$ cat src/rtl/mmio_uart_tx.sv
// Memory-mapped 8N1 UART transmitter on the CPU data bus: stores to TX_DATA
// fill a TX FIFO that a baud-divided serializer drains onto the tx pin.
module mmio_uart_tx #(
    parameter logic [31:0] BASE_ADDR   = 32'h0200_0000,
    parameter int          FIFO_DEPTH  = 8,
    parameter logic [15:0] DEFAULT_DIV = 16'd3
) (
    input  logic        clk,
    input  logic        rst_n,
    input  logic [31:0] address,
    input  logic [31:0] data_in,
    input  logic        w_enable,
    input  logic [1:0]  access_size,
    input  logic        RdUn,
    output logic [31:0] data_out,
    output logic        sel,
    output logic        tx
);
    localparam int PTR_W = $clog2(FIFO_DEPTH);
    localparam int CNT_W = PTR_W + 1;

    localparam logic [1:0] SIZE_WORD   = 2'b10;
    localparam logic [3:0] OFF_TX_DATA = 4'h0;
    localparam logic [3:0] OFF_STATUS  = 4'h4;
    localparam logic [3:0] OFF_BAUD    = 4'h8;

    typedef enum logic [1:0] {
        IDLE,
        START,
        DATA,
        STOP
    } state_t;

    state_t state;
    state_t state_nxt;

    logic [7:0]       mem [FIFO_DEPTH];
    logic [PTR_W-1:0] wr_ptr;
    logic [PTR_W-1:0] rd_ptr;
    logic [CNT_W-1:0] count;
    logic             overflow;
    logic [15:0]      baud_div;
    logic [15:0]      div_cnt;
    logic [2:0]       bit_cnt;
    logic [7:0]       shift;

    logic        wr;
    logic        push;
    logic        push_ok;
    logic        pop;
    logic        full;
    logic        empty;
    logic        busy;
    logic        bit_end;
    logic        clr_ovf;
    logic        baud_wr;
    logic [31:0] status;
    logic        unused_ok;

    // Bus decode: everything is combinational on the current bus cycle.
    assign sel     = (address[31:4] == BASE_ADDR[31:4]);
    assign wr      = sel & w_enable;
    assign push    = wr && (address[3:0] == OFF_TX_DATA);
    assign clr_ovf = wr && (address[3:0] == OFF_STATUS) && data_in[3];
    assign baud_wr = wr && (address[3:0] == OFF_BAUD) && (access_size == SIZE_WORD);

    assign full    = (count == CNT_W'(FIFO_DEPTH));
    assign empty   = (count == '0);
    assign push_ok = push & ~full;
    assign busy    = (state != IDLE);

    // Reads are always zero-extended, so the signedness hint is not needed.
    assign unused_ok = ^{RdUn, data_in[31:16]};

    always_comb begin
        status      = '0;
        status[0]   = busy;
        status[1]   = full;
        status[2]   = empty;
        status[3]   = overflow;
        status[8:4] = 5'(count);
    end

    always_comb begin
        data_out = '0;
        if (sel) begin
            case (address[3:0])
                OFF_STATUS: data_out = status;
                OFF_BAUD:   data_out = {16'h0000, baud_div};
                default:    data_out = '0;
            endcase
        end
    end

    always_ff @(posedge clk) begin
        if (!rst_n) begin
            baud_div <= DEFAULT_DIV;
        end else if (baud_wr) begin
            baud_div <= data_in[15:0];
        end
    end

    // FIFO storage carries no reset; only pointers, count and flags do.
    always_ff @(posedge clk) begin
        if (push_ok) begin
            mem[wr_ptr] <= data_in[7:0];
        end
    end

    always_ff @(posedge clk) begin
        if (!rst_n) begin
            wr_ptr   <= '0;
            rd_ptr   <= '0;
            count    <= '0;
            overflow <= 1'b0;
        end else begin
            if (push_ok) begin
                wr_ptr <= wr_ptr + 1'b1;
            end
            if (pop) begin
                rd_ptr <= rd_ptr + 1'b1;
            end
            case ({push_ok, pop})
                2'b10:   count <= count + 1'b1;
                2'b01:   count <= count - 1'b1;
                default: count <= count;
            endcase
            if (push && full) begin
                overflow <= 1'b1;
            end else if (clr_ovf) begin
                overflow <= 1'b0;
            end
        end
    end

    // >= rather than == so a divisor lowered mid-bit cannot run the counter
    // through a full 16-bit wrap.
    assign bit_end = (div_cnt >= baud_div);

    always_ff @(posedge clk) begin
        if (!rst_n) begin
            state <= IDLE;
        end else begin
            state <= state_nxt;
        end
    end

    always_comb begin
        state_nxt = state;
        pop       = 1'b0;
        case (state)
            IDLE: begin
                if (!empty) begin
                    pop       = 1'b1;
                    state_nxt = START;
                end
            end
            START: begin
                if (bit_end) begin
                    state_nxt = DATA;
                end
            end
            DATA: begin
                if (bit_end && (bit_cnt == 3'd7)) begin
                    state_nxt = STOP;
                end
            end
            STOP: begin
                if (bit_end) begin
                    if (!empty) begin
                        pop       = 1'b1;
                        state_nxt = START;
                    end else begin
                        state_nxt = IDLE;
                    end
                end
            end
            default: state_nxt = IDLE;
        endcase
    end

    always_ff @(posedge clk) begin
        if (!rst_n) begin
            div_cnt <= '0;
            bit_cnt <= '0;
        end else if (pop) begin
            div_cnt <= '0;
            bit_cnt <= '0;
        end else if (state != IDLE) begin
            if (bit_end) begin
                div_cnt <= '0;
                if (state == DATA) begin
                    bit_cnt <= bit_cnt + 1'b1;
                end
            end else begin
                div_cnt <= div_cnt + 1'b1;
            end
        end
    end

    always_ff @(posedge clk) begin
        if (pop) begin
            shift <= mem[rd_ptr];
        end else if ((state == DATA) && bit_end) begin
            shift <= {1'b0, shift[7:1]};
        end
    end

    always_comb begin
        case (state)
            START:   tx = 1'b0;
            DATA:    tx = shift[0];
            default: tx = 1'b1;
        endcase
    end

endmodule

$ cat config.mk
export PLATFORM = sky130hd
export DESIGN_NAME = mmio_uart_tx
export DESIGN_NICKNAME = d
export VERILOG_FILES = /design/src/rtl/mmio_uart_tx.sv
export SDC_FILE = /design/constraint.sdc
export NUM_CORES = 1
export LEC_CHECK = 0
export CORE_MARGIN = 2
export CORE_UTILIZATION = 50
export DETAILED_ROUTE_END_ITERATION = 10
export GPL_TIMING_DRIVEN = 0
export PLACE_DENSITY = 0.83
export SKIP_LAST_GASP = 1
export SLEW_MARGIN = 20
export SYNTH_ARGS = -nofsm -noshare
export SYNTH_HDL_FRONTEND = slang
export SYNTH_SLANG_ARGS = --single-unit
$ cat constraint.sdc
create_clock -name clk -period 10.1 [get_ports clk]
set_clock_uncertainty 0.1 [all_clocks]
set_input_delay 1.515 -clock clk [delete_from_list [all_inputs] [get_ports clk]]
set_output_delay 1.515 -clock clk [all_outputs]
set_load 0.02 [all_outputs]
Word-level counts from Yosys, hierarchy flattened
Memory sizes are Yosys's and may differ from the RTL's. A register that Yosys moved wholly into a read port is not among the register bits.
Cells that the tools add are included.
{ "word_totals": {"regBits": 56, "ram_bits": 64, "inputBits": 70, "output_inout_bits": 34, "word_cells": 76, "n_memories": 1} }
{ "classes": {"addsub": 6, "magnitude_cmp": 1, "eq_ne": 15, "n_mux": 22, "bitwise_logic": 4, "reduce_logical": 18} }
{ "mem_list": {"columns": ["memory", "words", "word_bits", "rd", "rd_clocked_by_memory_dff", "write_ports", "line", "rtl"], "rows": [
  ["mem", 8, 8, 1, 1, 1, "37", "logic [7:0] mem [FIFO_DEPTH];"]
]} }
{ "op_table": {"columns": ["operator", "n"], "rows": [
  ["16-bit 2-to-1 mux", 2],
  ["16-bit one-hot mux with 2 select lines", 1],
  ["28-bit by 22-bit equality test with 1-bit output, second input constant", 1],
  ["16-bit by 1-bit adder with 16-bit output, second input constant", 1],
  ["16-bit >= comparator", 1],
  ["8-bit 2-to-1 mux", 2],
  ["3-bit by 1-bit adder with 3-bit output, second input constant", 3],
  ["2-bit equality test, second input constant", 4],
  ["4-bit equality test, second input constant", 2],
  ["1-bit logical AND", 8],
  ["4-bit zero test", 2],
  ["2-bit 2-to-1 mux", 4],
  ["2-bit != test, second input constant", 4],
  ["2-bit one-hot mux with 4 select lines", 1],
  ["4-bit one-hot mux with 2 select lines", 1],
  ["2-bit nonzero test", 4],
  ["1-bit 2-to-1 mux", 7],
  ["3-bit 2-to-1 mux", 2],
  ["4-bit by 1-bit adder with 4-bit output, second input constant", 1],
  ["2-bit by 1-bit equality test with 1-bit output, second input constant", 2],
  ["4-bit by 3-bit equality test with 1-bit output, second input constant", 1],
  ["1-bit one-hot mux with 2 select lines", 2],
  ["4-bit AND reduction", 1],
  ["4-bit by 1-bit subtractor with 4-bit output, second input constant", 1],
  ["other kinds (6)", 8]
]} }

Logic depth before layout (Yosys ltp)
{ "logic_depth": {"ltp_word": 6, "ltp_mapped": 16, "depth_no_buf": 15} }

Least setup slack after synthesis
Ideal clock, no wire load.
{ "synth_path": {"path_type": "input to output", "from": "in address[1]", "to": "out data_out[7]", "arrival_ps": 2953, "t_required_ps": 8485, "slack_ps": 5532, "path_stages": 4, "path_cell_list": "nor4b_1 clkbuf_1 a22oi_1 nor2_1"} }
{ "synth_via": {"elab_chain_len": 3, "word_cells_on_any_way": 4} }
{ "synth_rtl": {"columns": ["element", "line", "rtl"], "rows": [
  ["start, declared", "10", "input logic [31:0] address,"],
  ["4-bit equality test / 4-bit by 3-bit equality test with 1-bit output (equally long branches)", "87", "case (address[3:0])"],
  ["16-bit one-hot mux with 2 select lines (*)", "87", null],
  ["16-bit 2-to-1 mux (*)", "86", "if (sel) begin"],
  ["end, declared", "15", "output logic [31:0] data_out,"]
]} }
Every way passes the cells marked *; elsewhere a longest branch is shown, timed or not.

Worst setup path in the final report
Same ends and word-level chain as after synthesis.

==> run_results.csv <==
group,metric,value,unit
sta,setup_viol,0,
clock_tree,cts_tree,"yes",
detailed_routing,via_per_inst,5.40,
synth,synth-adder-area-share,5.94,%
clock_tree,cts.clk_slew.worst_paths,0.05,ns
clock_tree,insertion_delay,0.42,ns
global_route,grt_usage,22.0,%
clock_tree,cts_setup_buffers,0,
global_route,grt_max_degree,17,
sta,tightest_slew,0.927,ns
critical_path,required,8.49,ns
critical_path,endpoint_kind,"output pin",
sta,hold_ws,0.411,ns
placed_design,hpwl,9.39,mm
min_path,hp-class,"reg2reg",
synth,yosys.area.top_type,"edfxtp_1",
synth,ys_ff_latch,123,
cells_and_area,drive_above_1_share,13.0,%
synth,yosysWarnings,0,
critical_path,critPathLaunchType,"input port",
detailed_routing,ant_nets,0,
power,irDropWorstVdd,0.155,mV
clock_tree,cts.sinks,123,
synth,synth_area,0.00590,mm2
sta,finalMaxSlewViolations,0,
placed_design,place_area,0.00684,mm2
synth,synthXorXnorAreaFrac,3.27,%
floorplanning,die_w,113,um
floorplanning,start_util,51.4,%
synth,yosys.area_share.simple,14.8,%
sta,finalCritPeriodShare,55.5,%
synth,synth_top_cells_by_area,"edfxtp_1 (37%), dfxtp_1 (17%), mux4_2 (6.1%), ha_1 (5.9%), mux2i_1 (4.9%)",
detailed_routing,drt_iter0_markers,198,
global_route,grt_first_pass_wirelength,21.3,mm
sta,max-slew-margin-rel,38.0,%
critical_path,critPathKind,"in2out",
synth,synth-edff-count,72,
synth,synth.most_common_cell,"edfxtp_1",
run,maxCapViolations,0,
critical_path,crit_arrival,3.99,ns
min_path,min_path_cells,2,
floorplanning,pin_count,104,
floorplanning,placementRows,39,
cells_and_area,nets,694,
floorplanning,core,0.0115,mm2
synth,synth_top_area_share,36.7,%
synth,synth_cell_type_count,54,
synth,synth_top_family_by_area,"simple AND/OR/NAND/NOR gates",
sta,grt_setup_unrepaired,"no",
global_route,grt-ovfl-total,0,
min_path,min_from,"bit_cnt[1]$_SDFFE_PP0P_",
detailed_routing,drcViolationCount,0,
synth,synth_common_cells,"edfxtp_1 (72), dfxtp_1 (51), nor2_1 (38), mux2i_1 (29)",
power,powerDensity,165,mW/mm2
detailed_routing,wirelength,13.4,mm
floorplanning,dieArea,0.0127,mm2
global_route,antenna_found_initial,0,
clock_tree,cts_resized,0,
synth,syn_inst,493,
critical_path,critPathMaxFanout,10,
sta,tns,0,ns
global_route,first_global_vias,4245,
clock_tree,cts_root_buffer,"clkbuf_16",
synth,synth_compound_area_share,5.52,%
clock_tree,postCtsHoldBufs,0,
critical_path,r2r_cells,15,
cells_and_area,syn_to_final_growth,26.0,%
cells_and_area,antenna-diode-count,0,
synth,ys.flop_type,"edfxtp_1",
synth,avgSynthCellArea,12.0,um2
detailed_routing,drtPass1Iterations,4,
cells_and_area,final_area,0.00743,mm2
placed_design,globalplace.congestion,0.816,
clock_tree,numCtsBuffers,17,
critical_path,worstReg2RegStart,"div_cnt[1]$_SDFFE_PP0P_",
sta,hold_violations,0,
run_status,status,"finished, final reports clean",
power,p_leak,2.69,nW
synth,muxShareOfSynthArea,11.0,%
detailed_routing,wl_per_cell,17.8,um
min_path,min_to,"bit_cnt[1]$_SDFFE_PP0P_",
sta,timing.fmax,178,MHz
critical_path,r2r_slack,5.84,ns
critical_path,reg2reg_to,"count[2]$_SDFFE_PN0P_",
clock_tree,clockBufferDepth,2,
synth,ys_async_sr_fraction,0,%
floorplanning,die_h,113,um
synth,seq_area_frac_synth,54.0,%
placed_design,io_buffers,69,
clock_tree,cts_max_level,4,
sta,min_period,5.60,ns
detailed_routing,vias,4061,
## sequential cells by signal, summed over array words and instances, names as in the netlist, 2 cells and up, named ones only
name and count:
bit_cnt 3, count 4, baud_div 16, shift 8, state 2, mem 64, div_cnt 16, wr_ptr 3
rd_ptr 3
## cells in the final DEF, fill, tap and decap left out, types with 8 or more instances in the layout
cell type and count:
edfxtp_1 72, clkdlybuf4s50_1 69, dfxtp_1 51, nor2_1 38
mux2i_1 29, nand2_1 28, ha_1 28, nor2b_1 24
inv_1 22, buf_4 18, and3_1 18, clkbuf_16 17
mux4_2 16, conb_1 16, clkbuf_1 14, o21ai_0 14
nand3_1 11, xor2_1 11, xnor2_1 11, a21oi_1 9
and2_1 8, a22oi_1 8
## final cells by class
| class | count | area, um2 |
|---|---|---|
| Buffer | 37 | 228 |
| Clock inverter | 15 | 168 |
| Fill cell | 832 | 4040 |
| Timing Repair Buffer | 69 | 691 |
| Multi-Input combinational cell | 324 | 2470 |
| Sequential cell | 123 | 3180 |
| Tap cell | 143 | 179 |
| Clock buffer | 17 | 425 |
| Inverter | 24 | 90.1 |
## stage by stage
step	setup slack [ns]	util (%)	total power, mW	std cells
floorplan	5.53	-	0.590	508
global placement	4.16	59.5	0.626	720
detailed placement	4.55	59.6	0.629	720
CTS	4.53	64.8	1.23	752
global route	4.39	64.8	1.26	752
finish	4.50	64.8	1.23	752
## worst max-delay path by stage
stage                        endpoint        from  slack, ns
final                     data_out[7]  address[1]       4.50
after global routing      data_out[7]  address[1]       4.39
after CTS                 data_out[7]  address[1]       4.53
after detailed placement  data_out[7]  address[1]       4.55
after global placement    data_out[7]  address[1]       4.16
after floorplan           data_out[7]  address[1]       5.53
## report_power, final
group          internal, mW  total [mW]  switching (mW)
clock                 0.368       0.606           0.238
sequential            0.532       0.536         0.00341
combinational        0.0405      0.0840          0.0434
total                 0.941        1.23           0.285
## cells by family after synthesis
family                   after synthesis
AND/OR/NAND/NOR                      163
flip-flops                           123
buffers and inverters                 61
AO/OA/AOI/OAI                         50
multiplexers                          45
adder cells (fa/ha/maj)               28
XOR/XNOR                              22
other                                  1
## worst max-delay path, cell delays in order
cell and delay, ns:
clkdlybuf4s50_1 0.45, nor4b_2 0.69, clkbuf_1 0.40, a22oi_1 0.16, nor2_1 0.15, clkdlybuf4s50_1 0.63
## per-layer routing
layer / GRT usage, % / wire [um] / up-vias
met5: 0 / 0 / -
met3: 7.24 / 1060 / 23
met4: 7.24 / 223 / 0
met2: 39.3 / 6810 / 155
li1: - / - / 1961
met1: 24.7 / 5260 / 1922
Note: power is estimated with default switching activity, not from simulation.
